===== config.mk =====
export PLATFORM = sky130hd
export DESIGN_NAME = add_4_unit
export DESIGN_NICKNAME = d
export VERILOG_FILES = /design/src/rtl/add_4_unit.sv
export SDC_FILE = /design/constraint.sdc
export NUM_CORES = 1
export LEC_CHECK = 0
export BUFFER_PORTS_ARGS = -buffer_cell sky130_fd_sc_hd__buf_2
export CAP_MARGIN = 10
export CORE_AREA = 5 5 42 44
export DETAILED_ROUTE_END_ITERATION = 16
export DIE_AREA = 0 0 47 49
export PLACE_DENSITY = 0.5
export SLEW_MARGIN = 20
export SYNTH_ARGS = -nofsm -noshare
export SYNTH_HDL_FRONTEND = slang
export SYNTH_SLANG_ARGS = --single-unit

===== constraint.sdc =====
create_clock -name clk_i -period 0.8 [get_ports clk_i]
set_input_delay 0.08 -clock clk_i [delete_from_list [all_inputs] [get_ports clk_i]]
set_output_delay 0.08 -clock clk_i [all_outputs]
set_load 0.02 [all_outputs]

===== src/rtl/add_4_unit.sv =====
// add_4_unit: registered 4-bit ripple-carry adder with carry-in/carry-out.
// {c_o, s_o} = x_i + y_i + c_i, presented one clock after the operands are sampled.
// Optional feature: define ADD_4_UNIT_OVF_EN to add the registered
// two's-complement overflow flag ovf_o (ovf = c[4] ^ c[3]).
module add_4_unit (
  input  logic       clk_i,
  input  logic       rst_i,
  input  logic [3:0] x_i,
  input  logic [3:0] y_i,
  input  logic       c_i,
  output logic [3:0] s_o,
  output logic       c_o
`ifdef ADD_4_UNIT_OVF_EN
  ,
  output logic       ovf_o
`endif
);

  logic [4:0] w_c;   // carry chain, w_c[0] = carry-in, w_c[4] = carry-out
  logic [3:0] w_s;   // combinational sum bits
  logic [3:0] r_s;
  logic       r_c;

  // Ripple-carry chain of four full-adder cells
  always_comb begin
    w_c    = '0;
    w_s    = '0;
    w_c[0] = c_i;
    for (int unsigned k = 0; k < 4; k++) begin
      w_s[k]   = x_i[k] ^ y_i[k] ^ w_c[k];
      w_c[k+1] = (x_i[k] & y_i[k]) | (w_c[k] & (x_i[k] ^ y_i[k]));
    end
  end

  // Output registers: capture the sum every edge, cleared asynchronously
  always_ff @(posedge clk_i or posedge rst_i) begin
    if (rst_i) begin
      r_s <= '0;
      r_c <= 1'b0;
    end else begin
      r_s <= w_s;
      r_c <= w_c[4];
    end
  end

  assign s_o = r_s;
  assign c_o = r_c;

`ifdef ADD_4_UNIT_OVF_EN
  logic w_ovf;
  logic r_ovf;

  assign w_ovf = w_c[4] ^ w_c[3];

  // Overflow register shares latency and reset with the sum
  always_ff @(posedge clk_i or posedge rst_i) begin
    if (rst_i) r_ovf <= 1'b0;
    else       r_ovf <= w_ovf;
  end

  assign ovf_o = r_ovf;
`endif

endmodule


After elaboration in Yosys (flattened, before gate mapping)
Index checks and enable logic that the tools add are counted.
- flip-flop bits (word level): 5
- bits of input ports: 11
- output and inout bits: 5
- logic and storage cells: 22
- bitwise logic cells: 20
- operators with widths (kind ; number):
    $and 1x1->1 ; 8
    $xor 1x1->1 ; 8
    $or 1x1->1 ; 4

Longest topological paths before layout
- depth after elaboration: 9
- gate-level depth with buffers: 8
- gate-level depth less buffers: 8

Worst setup path before layout
No wires, ideal clock.
- path kind: input to register
- start point: in x_i[0]
- end point: reg r_s[3], in the netlist s_o[3]
- arrival time: 1.586 ns
- buffers on the path: 0
- path slack: -0.850 ns
- data required time: 0.736 ns
- stages on the path: 8
- setup time: 0.064 ns
- cells stage by stage: fa_1 -> inv_1 -> fa_1 -> inv_1 -> fa_1 -> inv_1 -> fa_1 -> inv_1
- cells in the longest elaborated chain, start to end: 8
- elaborated cells between the ends (all ways): 9
- those cells by class: 9 x bitwise
- ends and longest elaborated chain (element ; RTL line ; source):
    start: declaration ; 8 ; input logic [3:0] x_i,
    $xor 1x1->1 ; 31 ; w_c[k+1] = (x_i[k] & y_i[k]) | (w_c[k] & (x_i[k] ^ y_i[k]));
    $and 1x1->1 ; 31 ;
    $or 1x1->1 * ; 31 ;
    $and 1x1->1 * ; 31 ;
    $or 1x1->1 * ; 31 ;
    $and 1x1->1 * ; 31 ;
    $or 1x1->1 * ; 31 ;
    $xor 1x1->1 * ; 30 ; w_s[k] = x_i[k] ^ y_i[k] ^ w_c[k];
    via w_s[3] ; 20 ; logic [3:0] w_s;
    end signal: assignment ; 41 ; r_s <= w_s;
    end: declaration ; 21 ; logic [3:0] r_s;
Mark *: on every way through the listed nets, which the timed path passes. The rest lies on a longest branch.

Final worst setup path
- start point: in c_i
- end point: reg r_s[3], in the netlist s_o[3]
- cells in the longest elaborated chain, start to end: 7
- ends and longest elaborated chain (element ; RTL line ; source):
    start: declaration ; 10 ; input logic c_i,
    $and 1x1->1 ; 31 ;
    $or 1x1->1 ; 31 ;
    $and 1x1->1 ; 31 ;
    $or 1x1->1 ; 31 ;
    $and 1x1->1 ; 31 ;
    $or 1x1->1 ; 31 ;
    $xor 1x1->1 ; 30 ;
    via w_s[3] ; 20 ;
The timed path passes the listed nets, and every way through them passes these cells.

==> out/summary.md <==
Type of destination of the critical path: a flop. The via count of the first global-routing pass was 191; the highest cell delay on the worst timing path was 0.39 ns. Worst min-delay path class: in -> reg.

The library cell used most frequently in the layout, excluding fill and tap cells, is buf_2. The first global-routing pass estimated 738 µm of wire. Averaged over all synthesized cells, the footprint is 12.3 µm².

Cell internal power was estimated by the tool at 0.000614 W. The detailed router finished its first iteration with 0 violations. Count of port buffers added during placement: 15. The logs give 0 for the remaining antenna violation count after routing and 2 for the number of buffers on the longest clock path. Global routing finished with a remaining overflow of 0. The post-route worst setup slack was -0.683 ns; the sequential power share was 37.2%. For the proportion of power drawn by combinational gates, the log shows 29.8%.

The share of the cycle needed by the critical path after routing came out at 185%. The floorplan has 14 rows. Entering global routing, the biggest net connects 6 pins.

In the layout the commonest cells are buf_2 (9), inv_1 (7), buf_6 (6), dfrtp_1 (5), inv_2 (4). Sequential elements use 50.8% of the synthesized area. The global placer's final weighted congestion was 0.602. Detailed routing inserted a total of 176 vias. TritonCTS built the clock tree.

The H-tree depth was 1; the via-per-instance ratio was 3.14. The signal arrival time at the worst endpoint came out at 1.66 ns. The share of total power dissipated in the clock network is 33.0%. For the I/O pin total, the log shows 16. In this run the horizontal extent of the chip is 47 µm. The iteration count of the initial detailed-routing pass was 1.

The tools report the peak ir drop on the vdd network as 0.483 mV. Leaving out filler cells and counting taps, the final layout contains 56. Global routing used 5.12% of the available tracks.

Clock tree synthesis found a total of 5 sinks. The finished cells cover 423 µm². Counting every instance in the synthesized netlist gives 20. The synthesis-to-finish area growth is 71.6%.

At the placement stage, the worst setup path has a slack of -1.00 ns. 0 antenna diodes ended up in the layout. Leakage power figure: 0.230 nW. The number of DRC violations after detailed routing was 0; the initial antenna violation count was 0. The maximum fanout count along the critical path came out at 1. The worst setup path is launched from a primary input. Setup repair after global routing could not meet its margin everywhere. In this run, placement finished with an instance count of 51. The number of inserted filler cells in the final layout came out at 153. The flow ran to the end, but the final reports show violations. The area of placed instances was 349 µm²; the slew at the pin closest to its max-slew limit was 0.172 ns. The number of setup buffers added after CTS is 0, and the register bit count reported by yosys is 5. Max-cap violation count: 0. Clock-pin slew on the worst setup and hold paths: 0.04 ns. Headroom to the max-slew limit came out at 88.6%. The cell area that synthesis handed to floorplanning was 246 µm².

Setup violations remaining at the end of the flow were counted as 9. Of the total power, the share spent switching nets is 27.2%. The core area is 1400 µm², and the final critical delay including setup and external delays is 1.48 ns.

The post-route netlist has 62.5% of its cells at a drive strength greater than 1. For the final hold violation count, the log shows 0. Clock tree synthesis inserted a total of 3 buffers. In this run the clock root is driven by a clkbuf_4. Wires add up to 442 µm. The areal power density over the cells works out to 1990 nW/µm².

The height of the chip was 49 µm. The checks that failed: negative setup slack. Number of distinct library cells after synthesis: 3. When the netlist entered floorplanning its net count stood at 35.

In the final routed layout, each cell accounts on average for 7.89 µm. The effective utilization at floorplan was 17.6%. The critical path is of the in -> reg type. Based on the critical path, the design can be clocked at up to 675 MHz. The total net switching power was 0.000230 W. Slowest library cell on the worst path: fa_1. For this run, the number of Yosys warnings is 0. The die covers 2300 µm². The final max-slew violation count was 0; the final net count was 56. The required time reported for the critical path endpoint came out at 0.98 ns.

The critical path goes through buf_6 -> fa_2 -> inv_2 -> fa_2 -> inv_2 -> fa_2 -> inv_2 -> fa_1 -> inv_1.
==> timing repair <==
| action | in CTS | in global routing |
|---|---|---|
| pin swaps | 4 | 0 |
| endpoints found under the hold margin | 5 | 0 |
| resized for setup | 11 | 1 |
| hold buffers | 1 | 0 |
| setup endpoints to repair | 9 | 9 |
==> cells in the mapped netlist <==
library cell | count | area share (%)
inv_1 | 11 | 17
dfrtp_1 | 5 | 51
fa_1 | 4 | 32
==> layout make-up <==
| class | instances | area (µm²) | area share, % |
|---|---|---|---|
| multi-input cells | 4 | 87.6 | 20.7 |
| inverters | 11 | 41.3 | 9.76 |
| repair buffers | 16 | 123 | 29.0 |
| clock buffers | 4 | 26.3 | 6.21 |
| flip-flops and latches | 5 | 125 | 29.6 |
| well taps | 16 | 20.0 | 4.73 |
==> power groups by stage <==
stage | sequential (W) | clock, W | combinational, W
finish | 0.000314 | 0.000279 | 0.000251
detailed placement | 0.000307 | 0 | 0.000201
global route | 0.000317 | 0.000298 | 0.000280
global placement | 0.000307 | 0 | 0.000195
CTS | 0.000314 | 0.000295 | 0.000255
floorplan | 0.000364 | 0 | 0.0000562
==> path summary, 6_finish.rpt <==
path,startpoint,endpoint,cells past startpoint
max,c_i,s_o[3],9
min in group asynchronous,rst_i,s_o[1],3
min,c_i,s_o[0],2
max in group asynchronous,rst_i,c_o,3
==> through the flow <==
step / util, % / total power (W) / TNS (ns) / hold slack [ns]
5_1_grt: 30.2 / 0.000896 / -1.92 / 0.144
6_report: 30.2 / 0.000844 / -1.67 / 0.141
2_1_floorplan: - / 0.000420 / -2.20 / -0.141
3_5_place_dp: 24.9 / 0.000508 / -2.86 / -0.0207
3_3_place_gp: 24.9 / 0.000503 / -2.81 / -0.0224
4_1_cts: 30.2 / 0.000864 / -1.71 / 0.137
==> registers in the layout (all words and copies together), names as in the netlist <==
name / cells
s_o: 4
c_o: 1
==> logic make-up after synthesis <==
kind of cell / Yosys count / share of synthesized area, %
fa+ha+maj: 4 / 32.5
buf+inv: 11 / 16.8
flops: 5 / 50.8
==> worst max-delay path: cells and delay by family <==
kind / cells / cell delay, ns
adder cells (fa/ha/maj): 4 / 1.26
buffers and inverters: 5 / 0.31
==> metal layers <==
layer | track usage [%] | vias to the layer above | routed length (µm)
met5 | 0 | - | 0
met4 | 6.91 | 0 | 0
met3 | 3.69 | 0 | 104
met2 | 4.98 | 16 | 161
met1 | 5.68 | 72 | 175
li1 | - | 88 | -
(Power assumes the default switching activity.)
